File: src/rtl/calc_nport_engine.sv
// N-port calculator core: two-cycle request capture per port, per-port FIFOs, a round-robin
// arbiter and one registered ALU stage. Define CALC_SHIFT_EN to build the shl/shr shifter.
module calc_nport_engine #(
   parameter int N_PORTS = 4,
   parameter int DATA_W  = 32,
   parameter int TAG_W   = 2,
   parameter int Q_DEPTH = 4
) (
   input  logic                      c_clk,
   input  logic                      reset,
   input  logic [N_PORTS*4-1:0]      req_cmd_in,
   input  logic [N_PORTS*TAG_W-1:0]  req_tag_in,
   input  logic [N_PORTS*DATA_W-1:0] req_data_in,
   output logic [N_PORTS-1:0]        req_busy,
   output logic [N_PORTS*2-1:0]      resp_out,
   output logic [N_PORTS*TAG_W-1:0]  tag_out,
   output logic [N_PORTS*DATA_W-1:0] data_out
);

   localparam int PTR_W = $clog2(Q_DEPTH);
   localparam int CNT_W = $clog2(Q_DEPTH + 1);
   localparam int RR_W  = (N_PORTS > 1) ? $clog2(N_PORTS) : 1;
`ifdef CALC_SHIFT_EN
   localparam int SH_W  = (DATA_W > 1) ? $clog2(DATA_W) : 1;
`endif

   localparam logic [1:0] RESP_OK  = 2'b01;
   localparam logic [1:0] RESP_ERR = 2'b10;

   typedef enum logic {IDLE, OP2} portState_t;

   typedef struct packed {
      logic [3:0]        cmd;
      logic [TAG_W-1:0]  tag;
      logic [DATA_W-1:0] op1;
      logic [DATA_W-1:0] op2;
   } entry_t;

   portState_t        state_q  [N_PORTS];
   logic [3:0]        capCmd_q [N_PORTS];
   logic [TAG_W-1:0]  capTag_q [N_PORTS];
   logic [DATA_W-1:0] capOp1_q [N_PORTS];

   entry_t            mem_q    [N_PORTS][Q_DEPTH];
   logic [PTR_W-1:0]  wrPtr_q  [N_PORTS];
   logic [PTR_W-1:0]  rdPtr_q  [N_PORTS];
   logic [CNT_W-1:0]  count_q  [N_PORTS];
   logic [RR_W-1:0]   rrPtr_q, rrPtr_d;

   logic [N_PORTS-1:0] pushEn;
   logic [N_PORTS-1:0] popEn;
   logic               grantValid;
   logic [RR_W-1:0]    grantIdx;
   entry_t             grantEntry;
   logic [DATA_W:0]    sumFull;
   logic [1:0]         aluResp;
   logic [DATA_W-1:0]  aluData;

   logic [N_PORTS*2-1:0]      respOut_q, respOut_d;
   logic [N_PORTS*TAG_W-1:0]  tagOut_q, tagOut_d;
   logic [N_PORTS*DATA_W-1:0] dataOut_q, dataOut_d;

   // The op2 cycle always pushes; acceptance in IDLE is gated by busy, so the push always fits.
   always_comb begin
      pushEn   = '0;
      req_busy = '0;
      for (int p = 0; p < N_PORTS; p++) begin
         pushEn[p]   = (state_q[p] == OP2);
         req_busy[p] = (count_q[p] == CNT_W'(Q_DEPTH));
      end
   end

   // Round-robin search from rrPtr_q; first non-empty queue wins.
   always_comb begin
      logic [RR_W-1:0] cand;
      grantValid = 1'b0;
      grantIdx   = '0;
      cand       = '0;
      for (int k = 0; k < N_PORTS; k++) begin
         cand = RR_W'((int'(rrPtr_q) + k) % N_PORTS);
         if (!grantValid && count_q[cand] != '0) begin
            grantValid = 1'b1;
            grantIdx   = cand;
         end
      end
      popEn   = '0;
      rrPtr_d = rrPtr_q;
      if (grantValid) begin
         popEn[grantIdx] = 1'b1;
         rrPtr_d         = RR_W'((int'(grantIdx) + 1) % N_PORTS);
      end
      grantEntry = mem_q[grantIdx][rdPtr_q[grantIdx]];
   end

   always_comb begin
      sumFull = {1'b0, grantEntry.op1} + {1'b0, grantEntry.op2};
      aluResp = RESP_ERR;
      aluData = '0;
      case (grantEntry.cmd)
         4'd1: begin
            if (!sumFull[DATA_W]) begin
               aluResp = RESP_OK;
               aluData = sumFull[DATA_W-1:0];
            end
         end
         4'd2: begin
            if (grantEntry.op2 <= grantEntry.op1) begin
               aluResp = RESP_OK;
               aluData = grantEntry.op1 - grantEntry.op2;
            end
         end
`ifdef CALC_SHIFT_EN
         4'd5: begin
            aluResp = RESP_OK;
            aluData = grantEntry.op1 << grantEntry.op2[SH_W-1:0];
         end
         4'd6: begin
            aluResp = RESP_OK;
            aluData = grantEntry.op1 >> grantEntry.op2[SH_W-1:0];
         end
`endif
         default: begin
            aluResp = RESP_ERR;
            aluData = '0;
         end
      endcase
   end

   // Only the granted port sees a response; every other lane stays all-zero.
   always_comb begin
      respOut_d = '0;
      tagOut_d  = '0;
      dataOut_d = '0;
      if (grantValid) begin
         respOut_d[int'(grantIdx)*2 +: 2]           = aluResp;
         tagOut_d[int'(grantIdx)*TAG_W +: TAG_W]    = grantEntry.tag;
         dataOut_d[int'(grantIdx)*DATA_W +: DATA_W] = aluData;
      end
   end

   always_ff @(posedge c_clk or posedge reset) begin
      if (reset) begin
         for (int p = 0; p < N_PORTS; p++) begin
            state_q[p]  <= IDLE;
            capCmd_q[p] <= '0;
            capTag_q[p] <= '0;
            capOp1_q[p] <= '0;
            wrPtr_q[p]  <= '0;
            rdPtr_q[p]  <= '0;
            count_q[p]  <= '0;
         end
         rrPtr_q   <= '0;
         respOut_q <= '0;
         tagOut_q  <= '0;
         dataOut_q <= '0;
      end else begin
         for (int p = 0; p < N_PORTS; p++) begin
            case (state_q[p])
               IDLE: begin
                  if (req_cmd_in[p*4 +: 4] != 4'd0 && !req_busy[p]) begin
                     capCmd_q[p] <= req_cmd_in[p*4 +: 4];
                     capTag_q[p] <= req_tag_in[p*TAG_W +: TAG_W];
                     capOp1_q[p] <= req_data_in[p*DATA_W +: DATA_W];
                     state_q[p]  <= OP2;
                  end
               end
               OP2:     state_q[p] <= IDLE;
               default: state_q[p] <= IDLE;
            endcase
            if (pushEn[p]) wrPtr_q[p] <= wrPtr_q[p] + PTR_W'(1);
            if (popEn[p])  rdPtr_q[p] <= rdPtr_q[p] + PTR_W'(1);
            case ({pushEn[p], popEn[p]})
               2'b10:   count_q[p] <= count_q[p] + CNT_W'(1);
               2'b01:   count_q[p] <= count_q[p] - CNT_W'(1);
               default: count_q[p] <= count_q[p];
            endcase
         end
         rrPtr_q   <= rrPtr_d;
         respOut_q <= respOut_d;
         tagOut_q  <= tagOut_d;
         dataOut_q <= dataOut_d;
      end
   end

   // Queue storage needs no reset: entries are only read when the count says they are valid.
   always_ff @(posedge c_clk) begin
      for (int p = 0; p < N_PORTS; p++) begin
         if (pushEn[p]) begin
            mem_q[p][wrPtr_q[p]] <= {capCmd_q[p], capTag_q[p], capOp1_q[p],
                                     req_data_in[p*DATA_W +: DATA_W]};
         end
      end
   end

   assign resp_out = respOut_q;
   assign tag_out  = tagOut_q;
   assign data_out = dataOut_q;

endmodule

File: config.mk
export PLATFORM = sky130hd
export DESIGN_NAME = calc_nport_engine
export DESIGN_NICKNAME = d
export VERILOG_FILES = /design/src/rtl/calc_nport_engine.sv
export SDC_FILE = /design/constraint.sdc
export NUM_CORES = 2
export LEC_CHECK = 0
export ABC_AREA = 1
export CAP_MARGIN = 20
export CORE_ASPECT_RATIO = 0.75
export CORE_MARGIN = 2
export CORE_UTILIZATION = 45
export DETAILED_ROUTE_END_ITERATION = 8
export HOLD_SLACK_MARGIN = 0.1
export PLACE_DENSITY = 0.63
export SYNTH_ARGS = -nofsm -noshare
export SYNTH_HDL_FRONTEND = slang
export SYNTH_SLANG_ARGS = --single-unit
File: constraint.sdc
create_clock -name c_clk -period 14.12 [get_ports c_clk]
set_clock_uncertainty 0.2 [all_clocks]
set_input_delay 2.824 -clock c_clk [delete_from_list [all_inputs] [get_ports c_clk]]
set_output_delay 2.824 -clock c_clk [all_outputs]
set_load 0.01 [all_outputs]
; ---- Word-level counts from Yosys, hierarchy flattened
; Memory sizes are Yosys's and may differ from the RTL's.
; Index checks and enable logic that the tools add are counted.
[word_totals]
latch_bits = 0
out_inout_bits = 148
inputBits = 154
mem_bits_rw = 1120
rom_bits = 0
n_memories = 1
regBits = 330
elab_cells = 211
[mem_list]
columns = memory, depth, width, rd, rd_clocked_by_memory_dff, wr, line
row1 = mem_q, 4, 280, 1, 0, 4, 44  ; entry_t mem_q [N_PORTS][Q_DEPTH];
[classes]
n_lt_le_gt_ge = 17
shifts = 5
mul = 0
n_eq_ne = 14
bitwise_logic = 17
n_reduce_logical = 35
n_addsub = 24
n_mux = 66
n_div = 0
[ops]
columns = cell, count
row1 = $mux W280, 4
row2 = $demux W70 S2, 4
row3 = $mux W70, 6
row4 = $bmux W70 S2, 1
row5 = $and A128 B128 Y128, 1
row6 = $mux W128, 1
row7 = $shift A32 B33 Y128 const A, 1
row8 = $shiftx A32 B33 Y128, 1
row9 = $shiftx A2 B33 Y8, 2
row10 = $mux W32, 2
row11 = $pmux W32 S2, 1
row12 = $add A32 B32 Y33, 1
row13 = $neg A3 Y33, 1
row14 = $neg A7 Y33, 1
row15 = $shift A2 B33 Y8 const A, 1
row16 = $le A32 B32 Y1, 1
row17 = $sub A32 B32 Y32, 1
row18 = $ge A3 B3 Y1 const B, 10
row19 = $not A2 Y3, 10
row20 = $bmux W3 S2, 4
row21 = $mux W3, 8
row22 = $pmux W3 S2, 4
row23 = $add A2 B1 Y2 const B, 10
row24 = $and A8 B8 Y8, 2
row25 = other kinds (26), 100

; ---- Longest topological paths before layout
[depth]
depth_word = 29
depth_mapped = 44
mapped_depth_nobuf = 40

; ---- Worst setup path after synthesis
; OpenSTA, ideal clock, no wires.
[synth_path]
kind = flip-flop to flip-flop
start = register rrPtr_q[0]
end = register dataOut_q[63], in the netlist data_out[63]
synth_period_minus_slack_ps = 5468
setup_slack_ps = 8652
path_buffers = 6
t_arrival_ps = 5136
setup_ps = 132
path_stages_with_launch = 40
cell_sequence = dfrtp_1 inv_2 buf_6 nor2_1 nor2_1 nand2_1 nand2_2 nand4_2 nand2_1 nand2_2 nand2_4 buf_6 buf_4 buf_2 clkbuf_1 nand2_1 a32o_1 o21ai_0 [4 not listed] fa_1 a21oi_1 o21bai_1 nand2_1 nand2_1 a21oi_1 inv_1 a21oi_1 inv_1 nand3_1 o211ai_1 inv_1 clkbuf_1 nor2_1 nand4_1 o21ai_0 nand3_1 nor2_1
[synth_between]
elab_chain_len = 29
[synth_rtl]
columns = element, line
row1 = from (decl), 48  ; logic [RR_W-1:0] rrPtr_q, rrPtr_d;
row2 = from (signal assigned), 178  ; rrPtr_q <= rrPtr_d;
row3 = "parallel branches: the longest is 28 deep, another holds $add A2 B1 Y2", -
row4 = $mux W128 (*), 134  ; if (grantValid) begin
row5 = net dataOut_d[63], 61  ; logic [N_PORTS*DATA_W-1:0] dataOut_q, dataOut_d;
row6 = to (signal assigned), 181  ; dataOut_q <= dataOut_d;
row7 = to (decl), 61
; Mark *: on every way through the listed nets, which the timed path passes. The select of a mux whose other input is x is not followed.
; A chain may end at the register's enable or synchronous reset.

; ---- Final worst setup path
[layout_path]
start = register rrPtr_q[0]
end = register dataOut_q[41], in the netlist data_out[41]
; Same word-level chain as after synthesis.

==> flow_metrics.py <==
metrics = {
    "run_status": {
        "status": "completed",
    },
    "synthesis": {
        "synth_edf_count": 1120,
        "synth-warning-count": 0,
        "avgSynthCellArea_um2": 11.3,
        "synth.distinct_cells": 44,
        "synth_seq_cells": 1450,
        "synth_area_um2": 61000,
        "async_reset_ff_share_pct": 22.8,
        "synth.most_common_cell": "nand2_1",
        "syn_nets": 5654,
        "yosys-top-cells-count": "nand2_1, edfxtp_1, nor2_1",
        "synth_ff_type": "edfxtp_1",
        "seq_area_frac_synth_pct": 68.6,
        "yosys-top-cells-area": "edfxtp_1, dfrtp_1, nand2_1",
        "yosys.area.top_type_share_pct": 55.1,
        "synthCells": 5405,
        "synth_top_area_cell": "edfxtp_1",
    },
    "route": {
        "vias": 43011,
        "drt-total-wl_mm": 194,
        "drcViolationCount": 0,
        "drt_first_pass_iters": 8,
        "drt.antenna.violating_nets": 0,
        "drt_iter0_drc": 5832,
        "drt-vias-per-instance": 5.76,
        "routedWlPerCell_um": 26.0,
    },
    "critical_path": {
        "worstPathMaxFanout": 96,
        "slowest_delay_ps": 870,
        "reg2reg_slack_ps": 4480,
        "cp_common_cell": "nand2_1",
        "cp.arrival_ps": 10110,
        "start_kind": "register",
        "critPathSlowestCell": "buf_4",
        "crit_required_ps": 14590,
        "path_class": "register to register",
        "end_kind": "register",
        "regToRegStartpoint": "rrPtr_q[0]$_DFFE_PP0P_",
        "timing.rr.end": "data_out[41]$_DFF_PP0_",
        "reg2reg_depth": 34,
    },
    "worst_hold_path": {
        "worst_hold_path_type": "register to register",
        "min-delay-start": "rdPtr_q[7]$_DFFE_PP0P_",
        "min_path_cells": 1,
        "min_to": "rdPtr_q[7]$_DFFE_PP0P_",
    },
    "clocking": {
        "clock_latency_ps": 800,
        "cts_buffers": 141,
        "htree_num_levels": 4,
        "cts_tree": "done",
        "cts_sinks": 1450,
        "cts-resized-gates": 0,
        "clockBufferDepth": 3,
        "cts_root_buffer": "clkbuf_16",
        "post_cts_buffers": 0,
        "cts_hold_buf": 0,
        "clkTransAtPathRegs_ps": 60,
    },
    "timing": {
        "layout_min_cycle_time_ps": 9640,
        "hold_viol_final": 0,
        "rsz0062_at_grt": "false",
        "tightest_slew_ps": 1180,
        "period_share_pct": 68.2,
        "setup_viol": 0,
        "final.setup.tns_ps": 0,
        "maxSlewViolCount": 0,
        "max_slew_margin_pct": 21.4,
        "fmax_ghz": 0.104,
    },
    "placed_design": {
        "io_buffers": 301,
        "routabilityCongestion": 0.951,
        "hpwl_mm": 115,
    },
    "grt": {
        "grt_max_degree": 225,
        "grt_pass1_wl_mm": 283,
        "antenna_found_initial": 6,
        "grt_usage_pct": 27.8,
        "grt.overflow.total": 0,
        "grt_pass1_vias": 40987,
    },
    "die": {
        "dieArea_um2": 139000,
        "row_count": 116,
        "die_h_um": 323,
        "core_um2": 134000,
        "start_util_pct": 45.6,
        "fp.dieW_um": 429,
        "ioPinCount": 302,
    },
    "final_layout": {
        "area_growth_pct": 15.1,
        "drive_above_1_share_pct": 5.95,
        "final_nets": 5825,
        "num-fill-cells": 11623,
    },
    "flow_run": {
        "drv_cap": 0,
    },
}
## final cells by class
| cell class | instances | area (um^2) | share of cell area (%) |
|---|---|---|---|
| inverters | 250 | 996 | 1.42 |
| clock inverters | 59 | 687 | 0.978 |
| well taps | 1770 | 2210 | 3.15 |
| clock buffers | 201 | 4020 | 5.72 |
| diodes | 2 | 5.00 | 0.00713 |
| flip-flops and latches | 1450 | 41900 | 59.7 |
| multi-input cells | 3376 | 16900 | 24.1 |
| repair buffers | 357 | 3500 | 4.98 |
## per-stage QoR
step,hold WS (ps),instance area [um^2],util (%),cells,setup WS (ps)
2_1_floorplan,242,61000,-,5405,1960
3_3_place_gp,259,65500,48.9,7201,4520
3_5_place_dp,260,65500,48.9,7201,4300
4_1_cts,273,70200,52.4,7461,4230
5_1_grt,285,70200,52.4,7464,3560
6_report,272,70200,52.4,7465,4480
## flip-flops by register name, summed over array words and instances (netlist names), 4 cells and up
signal	cells
mem_q	1120
capOp1_q	128
data_out	128
capCmd_q	16
count_q	12
capTag_q	8
rdPtr_q	8
resp_out	8
tag_out	8
wrPtr_q	8
pushEn	4
## per-layer routing
metal / routed length, um / share of wire, % / up-vias / GRT usage, %
met3: 21000 / 11 / 296 / 6.80
li1: - / - / 19161 / -
met4: 4490 / 2.3 / 6 / 7.70
met2: 83300 / 43 / 2327 / 40.5
met5: 43 / 0.022 / - / 0
met1: 85300 / 44 / 21221 / 41.4
## placed cells by master, fill, tap and decap left out, types with 5 or more instances in the layout
cell type,count
ha_1,89
nand2_1,1461
clkdlybuf4s50_1,301
xor2_1,60
o21ai_0,275
clkinv_2,22
a21oi_1,280
nand2_2,7
o211ai_1,9
inv_1,220
nand3b_1,11
inv_4,17
clkbuf_1,35
clkbuf_8,24
edfxtp_1,1120
fa_1,6
clkinv_16,5
o21bai_1,12
o21a_1,5
a31oi_1,68
o22ai_1,32
nand4_1,50
inv_6,8
clkinv_1,12
buf_4,51
nand3_1,202
dfrtp_1,330
o21ai_2,20
o32ai_1,60
nand3_2,6
nor3_1,19
bufinv_16,8
xnor2_1,10
clkbuf_16,142
inv_2,9
nor2_1,502
buf_12,5
a32o_1,137
and2_1,31
## worst max-delay path: cells and delay by family, from the launching register on
family / cells / cell delay, ps
compound gates: 9 / 1970
fa+ha+maj: 1 / 460
buf+inv: 8 / 3390
flops: 1 / 620
simple gates: 16 / 2600
## cells by family after synthesis
family	Yosys count	share of synthesized area, %
xor gates and xnor gates	70	1.00
buffers and inverters	579	3.74
adders and majority gates	95	2.02
AOI/OAI and AO/OA	911	9.45
and+or+nand+nor	2300	15.1
DFF	1450	68.6
## worst max path at each step
stage	startpoint	end	slack (ps)
2_1_floorplan	reset	capCmd_q[0]$_DFFE_PP0P_	1960
3_3_place_gp	rrPtr_q[0]$_DFFE_PP0P_	data_out[98]$_DFF_PP0_	4520
3_5_place_dp	rrPtr_q[0]$_DFFE_PP0P_	data_out[36]$_DFF_PP0_	4300
4_1_cts	rrPtr_q[0]$_DFFE_PP0P_	data_out[104]$_DFF_PP0_	4230
5_1_grt	rrPtr_q[0]$_DFFE_PP0P_	data_out[99]$_DFF_PP0_	3560
6_report	rrPtr_q[0]$_DFFE_PP0P_	data_out[41]$_DFF_PP0_	4480
Power is not shown: default switching activity piles up to over one toggle a cycle in this logic, so the estimate is an artifact.
